--- src/rtl/cpu_types_pkg.sv ---
// Shared CPU datapath types: word/register widths, memory-stage FSM states
// and the snapshot of a data-cache access that is waiting on the cache.
package cpu_types_pkg;

    typedef logic [31:0] word_t;
    typedef logic [4:0]  regbits_t;

    typedef enum logic [1:0] {
        IDLE   = 2'd0,
        WAIT   = 2'd1,
        HALTED = 2'd2
    } memstate_t;

    // Held from the missing cycle until dhit so the cache sees a stable request.
    typedef struct packed {
        logic  ren;
        logic  wen;
        word_t addr;
        word_t store;
    } memreq_t;

endpackage

--- src/rtl/stall_counter.sv ---
// Saturating event counter: counts cycles with inc high and parks at all-ones.
module stall_counter #(
    parameter int CNT_W = 16
) (
    input  logic             CLK,
    input  logic             RST,
    input  logic             inc,
    output logic [CNT_W-1:0] count
);

    always_ff @(posedge CLK) begin
        if (RST) begin
            count <= '0;
        end else if (inc && (count != {CNT_W{1'b1}})) begin
            count <= count + CNT_W'(1);
        end
    end

endmodule

--- src/rtl/memory_stage_ctrl.sv ---
// Memory-stage access controller: issues data-cache requests, stalls the front
// of the pipe on a miss, and steers en/flush/dload/dhit into the memory latch.
module memory_stage_ctrl
    import cpu_types_pkg::*;
#(
    parameter int CNT_W = 16
) (
    input  logic             CLK,
    input  logic             RST,
    input  logic             in_valid,
    input  logic             in_dREN,
    input  logic             in_dWEN,
    input  logic [31:0]      in_addr,
    input  logic [31:0]      in_store,
    input  logic             in_halt,
    input  logic             flush,
    input  logic             dhit,
    input  logic [31:0]      dmemload,
    output logic             dmemREN,
    output logic             dmemWEN,
    output logic [31:0]      dmemaddr,
    output logic [31:0]      dmemstore,
    output logic             mem_en,
    output logic             mem_flush,
    output logic [31:0]      mem_dload,
    output logic             mem_dhit,
    output logic             stall,
    output logic             halted,
    output logic [CNT_W-1:0] stall_cnt
);

    memstate_t state;
    memreq_t   req_q;
    logic      squash_q;

    logic mem_op;
    logic rd_op;
    logic wr_op;
    logic halt_go;
    logic stall_inc;

    // A simultaneous read and write request is resolved as a read.
    assign mem_op  = in_valid & (in_dREN | in_dWEN);
    assign rd_op   = in_dREN;
    assign wr_op   = in_dWEN & ~in_dREN;
    assign halt_go = in_valid & in_halt & ~flush;

    // Hits complete in the issuing cycle, so the outputs are a function of the
    // current state and the live cache response; reset forces them all low.
    always_comb begin
        dmemREN   = 1'b0;
        dmemWEN   = 1'b0;
        dmemaddr  = '0;
        dmemstore = '0;
        mem_en    = 1'b0;
        mem_flush = 1'b0;
        mem_dload = '0;
        mem_dhit  = 1'b0;
        stall     = 1'b0;
        halted    = 1'b0;
        if (!RST) begin
            unique case (state)
                IDLE: begin
                    if (halt_go) begin
                        mem_en = 1'b1;
                    end else if (mem_op && !flush) begin
                        dmemREN   = rd_op;
                        dmemWEN   = wr_op;
                        dmemaddr  = in_addr;
                        dmemstore = in_store;
                        if (dhit) begin
                            mem_en    = 1'b1;
                            mem_dload = dmemload;
                            mem_dhit  = 1'b1;
                        end else begin
                            stall = 1'b1;
                        end
                    end else begin
                        mem_en    = 1'b1;
                        mem_flush = flush;
                    end
                end
                WAIT: begin
                    dmemREN   = req_q.ren;
                    dmemWEN   = req_q.wen;
                    dmemaddr  = req_q.addr;
                    dmemstore = req_q.store;
                    if (dhit) begin
                        mem_en    = 1'b1;
                        mem_dload = dmemload;
                        mem_dhit  = 1'b1;
                        mem_flush = squash_q | flush;
                    end else begin
                        stall = 1'b1;
                    end
                end
                HALTED: begin
                    stall  = 1'b1;
                    halted = 1'b1;
                end
                default: ;
            endcase
        end
    end

    // A flush during a miss cannot withdraw the request, so it is remembered
    // and applied to the latch when the cache finally answers.
    always_ff @(posedge CLK) begin
        if (RST) begin
            state    <= IDLE;
            req_q    <= '0;
            squash_q <= 1'b0;
        end else begin
            unique case (state)
                IDLE: begin
                    if (halt_go) begin
                        state <= HALTED;
                    end else if (mem_op && !flush && !dhit) begin
                        req_q.ren   <= rd_op;
                        req_q.wen   <= wr_op;
                        req_q.addr  <= in_addr;
                        req_q.store <= in_store;
                        squash_q    <= 1'b0;
                        state       <= WAIT;
                    end
                end
                WAIT: begin
                    if (dhit) begin
                        squash_q <= 1'b0;
                        state    <= IDLE;
                    end else if (flush) begin
                        squash_q <= 1'b1;
                    end
                end
                HALTED: ;
                default: state <= IDLE;
            endcase
        end
    end

    assign stall_inc = stall & (state != HALTED);

    stall_counter #(.CNT_W(CNT_W)) u_stall_counter (
        .CLK   (CLK),
        .RST   (RST),
        .inc   (stall_inc),
        .count (stall_cnt)
    );

endmodule
--- config.mk ---
export PLATFORM = sky130hd
export DESIGN_NAME = memory_stage_ctrl
export DESIGN_NICKNAME = d
export VERILOG_FILES = /design/src/rtl/cpu_types_pkg.sv /design/src/rtl/stall_counter.sv /design/src/rtl/memory_stage_ctrl.sv
export SDC_FILE = /design/constraint.sdc
export NUM_CORES = 1
export LEC_CHECK = 0
export ABC_AREA = 0
export BUFFER_PORTS_ARGS = -buffer_cell sky130_fd_sc_hd__buf_2
export CAP_MARGIN = 10
export CORE_MARGIN = 5
export CORE_UTILIZATION = 26
export CTS_CLUSTER_SIZE = 16
export DETAILED_ROUTE_END_ITERATION = 7
export GPL_ROUTABILITY_DRIVEN = 0
export GPL_TIMING_DRIVEN = 0
export PLACE_DENSITY = 0.52
export SETUP_SLACK_MARGIN = 0.02
export SLEW_MARGIN = 0
export SYNTH_ARGS = -nofsm -noshare
export SYNTH_HDL_FRONTEND = slang
export SYNTH_SLANG_ARGS = --single-unit
--- constraint.sdc ---
create_clock -name CLK -period 4.05 [get_ports CLK]
set_input_delay 0.405 -clock CLK [delete_from_list [all_inputs] [get_ports CLK]]
set_output_delay 0.405 -clock CLK [all_outputs]
set_load 0.02 [all_outputs]
* Yosys cells after proc, flatten, opt, wreduce, memory -nomap -nowiden
Index checks and enable logic that the tools add are counted. W data, S select, Z words.
Storage, ports and cells: register bits 85, input bits 104, output and inout bits 119, word-level logic and storage cells 89
Cells by class: $add $sub $neg 1, equality and inequality tests 9, muxes and demuxes 51, bitwise operators 11, reduce and logical (&&, ||, !) cells 10
Operators by type and width (count):
- $mux W32 | 10
- $pmux W32 S2 | 3
- $mux W1 | 27
- $add A16 B1 Y16 const B | 1
- $ne A16 B16 Y1 const B | 1
- $pmux W1 S2 | 6
- $ne A2 B2 Y1 const B | 4
- $mux W2 | 3
- $ne A3 B3 Y1 const B | 2
- $pmux W2 S3 | 1
- $reduce_and A3 Y1 | 2
- $and A1 B1 Y1 | 5
- $not A1 Y1 | 4
- $reduce_and A4 Y1 | 1
- $logic_and A1 B1 Y1 | 3
- $pmux W1 S3 | 1
- $eq A2 B1 Y1 const B | 1
- $eq A2 B2 Y1 const B | 1
- $logic_not A1 Y1 | 2
- $logic_not A2 Y1 | 1
- $or A1 B1 Y1 | 2
- $reduce_bool A2 Y1 | 1

* Depth between registers and ports, before layout
word-level depth 9, mapped depth 8, gate-level depth less buffers 6

* Modules after synthesis
From an unflattened synthesis, not the netlist that was laid out.
Unflattened totals: cell total of the unflattened synthesis 717, area total of the unflattened synthesis 5201.2 um2
Modules (own cells, without submodules):
- memory_stage_ctrl | instances 1, cells an instance 618, area each 4352.9 um2, sequential area each 1381.3 um2
- stall_counter | instances 1, cells an instance 99, area each 848.3 um2, sequential area each 320.3 um2

* Worst setup path before layout
Ideal clock, no wire load.
kind in2out, start point input port RST, end point output port mem_dload[22], arrival 1989 ps, data required time 3645 ps, slack 1656 ps, stages on the path 6, path buffers 3, cells stage by stage clkbuf_1 > or2_2 > clkbuf_1 > nor3b_1 > clkbuf_1 > and2_1
Between the ends: longest elaborated chain between the ends 1
Ends and longest elaborated chain:
- start: declaration | line memory_stage_ctrl.sv:9 | input logic RST,
- $mux W32 | line memory_stage_ctrl.sv:61 | if (!RST) begin
- end: declaration | line memory_stage_ctrl.sv:25 | output logic [31:0] mem_dload,
No other way between the ends.

* Worst setup path after layout
start point register state[1], end point output port dmemaddr[22]
Between the ends: longest elaborated chain between the ends 3, elaborated cells on any way between the ends 4, classes of those cells 1 x eq/ne; 2 x mux; 1 x reduce/logical
Ends and longest elaborated chain:
- start: declaration | line memory_stage_ctrl.sv:32 | memstate_t state;
- start signal: assignment | line memory_stage_ctrl.sv:110 | state <= IDLE;
- start signal: assignment | line memory_stage_ctrl.sv:117 | state <= HALTED;
- start signal: assignment | line memory_stage_ctrl.sv:124 | state <= WAIT;
- $eq A2 B1 Y1 / $logic_not A2 Y1 (equally long branches) | line memory_stage_ctrl.sv:62 | unique case (state)
- $pmux W32 S2 (*) | line memory_stage_ctrl.sv:62
- $mux W32 (*) | line memory_stage_ctrl.sv:61
- end: declaration | line memory_stage_ctrl.sv:21 | output logic [31:0] dmemaddr,
Every way passes the cells marked *; elsewhere a longest branch is shown, timed or not.

==> results.md <==
- RSZ-0062 raised after global routing: no
- Setup crit end kind: output port
- Area of the multi-input gates: roughly 2400 sq um
- DR WL/cell: around 15 um
- Power Dens Cells: approximately 310 nW/um^2
- Number of global-route vias before repair: roughly 5000
- CTS tree: done
- Global Route Usage Sum: roughly 16%
- Fin. Hold Viols: 0
- Cts-stage hold buffer count: 0
- P&R area growth vs syn: 38.4%
- Final Util: about 36%
- Rows: 47
- Clk sinks: between 80 and 90
- Kind of critical path: register to output port
- Htree depth: 3
- Ports: around 220
- CTS root buf: clkbuf_16
- Post-synthesis sequential area ratio: 39.2%
- Kind of cell adding the most delay to the critical path: buffers and inverters
- Grt ovf: 0
- Filler cell count: 1864
- Register area: ~1700 sq um
- Critical path buffers and inverters: 4
- Clk buf depth: 2
- Initial DRT Pass Iterations: 5
- Final Cycle Share: 86.2%
- Flops & latches, synth: 85
- IO buf count: between 200 and 250
- Finished Cell Area: 6000 sq um
- Die W: 139 um
- Clk_lat worst skew: approximately 0.35 ns
- Max Cap Viol: 0
- Actual slew at the worst max-slew pin: approximately 0.78 ns
- Crit path cell chain: buf_6, nor2_1, nor4b_1, clkbuf_1, clkbuf_1, a22oi_1, nor2_1, buf_2
- Post_cts resized: 0
- Slowest stage delay, CP: roughly 0.65 ns
- Relative slew slack: around 47%
- WP data required: around 3.6 ns
- Arrival @ worst endpoint: between 3 and 4 ns
- Nature of the critical path startpoint: register
- Largest net degree at the start of global routing: 15
- Initial DRC Count: about 260
- DRC errors left: 0
- Average size of a mapped cell: 7.13 sq um
- Via count: between 5000 and 6000
- Setup Viol. Count Final: 0
- Final Skew: slightly below 0.009 ns
- Final Max Tran Viols: 0
- HP Class: primary input to register
- Fraction of layout cells with a size suffix above 1: 29.0%
- Final WS setup: ~0.56 ns
- Clock transition at path regs: about 0.07 ns
- Die height: approximately 140 um
- # Post-CTS Setup Buffers: 0
- Min Clock Period, post-route: around 3.5 ns
- Antenna-violating nets left: 0
- Synth Instances: 608
- Met2 Use GR: 25.3%
- Drt total wl: approximately 16000 um
- First-pass GRT wire length: 26000 um
- Pleak: approximately 2.5 nW
- Core area: 16500 sq um
- Mapped Area: ~4300 sq um
- Top Usage Layer GRT: met2
- Via/cell ratio: around 4.7
- Dpl ws: between 0.6 and 0.7 ns
- R2r setup slk: around 1.7 ns
- FMAX: between 0.2 and 0.3 GHz
- Synth unique cells: 40
- Synth warn: 0
- Outcome: finished, final reports clean
- M1 GR Usage: between 20% and 30%
- CP max FO: 10
- CTS Buf Count: 9
- Synth Net Count: 713
- Cell Area, Placed: between 5000 and 6000 sq um
- Initial Util: 26.3%
- Initial antenna violation count: 4
- Post-DP HPWL: between 10000 and 15000 um
- Die ar.: around 19000 sq um
- Peak supply drop: 0.204 mV
- Setup TNS: 0 ns
- Met3 GRT Util: slightly below 4%
- CP max stage cell: nor4b_1
- Nets: between 900 and 1000
==> routing by layer <==
layer / wire length, um / part of all wire, %
met1: 7480 / 46
met2: 7180 / 44
met3: 1130 / 7.0
met4: 378 / 2.3
met5: 14 / 0.087
==> registers in the layout, indices dropped and copies added (netlist names) <==
name,flops
req_q,66
u_stall_counter.count,16
state,2
squash_q,1
==> through the flow <==
stage	total power [mW]	hold slack, ns	std cells
finish	1.85	0.301	1067
global route	1.94	0.294	1067
CTS	1.88	0.289	1065
detailed placement	1.09	0.447	1049
global placement	1.09	0.442	1049
floorplan	0.976	0.436	608
==> cells by family (layout without fill, tap and decap cells) <==
logic type	count (synthesis)	after routing	synth area share (%)
buffers and inverters	58	295	5.43
and+or+nand+nor	297	297	30.1
adders and majority gates	1	1	0.289
muxes	5	5	1.24
AOI/OAI and AO/OA	161	161	23.5
DFF	85	85	39.2
xor gates and xnor gates	1	1	0.202
other	0	2	0
==> where the power goes <==
group / internal (mW) / switching [mW]
sequential: 0.848 / 0.00644
clock: 0.434 / 0.352
combinational: 0.0767 / 0.134
total: 1.36 / 0.492
==> final timing paths <==
path | startpoint | endpoint | cells past startpoint
hold / removal | in_store[2] | req_q[2] | 3
setup reg to reg | state[1] | req_q[44] | 8
hold reg to reg | req_q[63] | req_q[63] | 2
setup / recovery | state[1] | dmemaddr[22] | 8
==> cells in the mapped netlist (all sizes together) <==
cell	count	share of area, %
or3	4	0.58
mux2i	2	0.46
o21ai	2	0.23
or2	3	0.43
mux2	3	0.78
o31ai	5	0.87
nor2	81	7.0
a21oi	77	8.9
a32oi	1	0.20
dfxtp	85	39
nor3b	2	0.35
buf	10	1.3
nand4	4	0.58
nor4b	1	0.20
inv	5	0.43
a211oi	2	0.35
nand3	6	0.69
ha	1	0.29
nand2b	5	0.72
a311oi	2	0.40
a41oi	1	0.20
nor3	8	0.92
clkbuf	43	3.7
nor2b	4	0.58
xor2	1	0.20
and2	32	4.6
o311ai	1	0.20
a22oi	65	11
nor4	2	0.29
o211ai	1	0.17
o41ai	1	0.20
a211o	1	0.20
a31oi	2	0.29
or4	6	1.1
nand2	139	12
==> layout by cell type, fill, tap and decap left out, drive strengths merged <==
cell        n
nor2b       4
mux2i       2
a31oi       2
o311ai      1
or2         3
nor4        2
nor3b       2
clkinv      3
buf       231
nor3        8
xor2        1
a22oi      65
o21ai       2
or4         6
o41ai       1
or3         4
nand2     139
inv         6
dfxtp      85
nor4b       1
o211ai      1
nand2b      5
nand3       6
a311oi      2
a41oi       1
clkinvlp    1
o31ai       5
nand4       4
clkbuf     54
a211oi      2
and2       32
a211o       1
a21oi      77
ha          1
a32oi       1
diode       2
mux2        3
nor2       81
==> final cells by class <==
cell class                      count  share of cell area [%]
Buffer                             53                    3.61
Timing Repair Buffer              221                    18.4
Clock inverter                      5                   0.584
Clock buffer                       11                    4.05
Sequential cell                    85                    28.4
Multi-Input combinational cell    465                    40.0
Tap cell                          220                    4.59
Inverter                            5                   0.313
Antenna cell                        2                  0.0834
==> worst register-to-register path, delay by kind of cell (launching register included) <==
family,cells,cell delay [ns]
buffers and inverters,3,0.80
AND/OR/NAND/NOR,4,1.07
flip-flops,1,0.30
AO/OA/AOI/OAI,1,0.07
(Power assumes the default switching activity.)
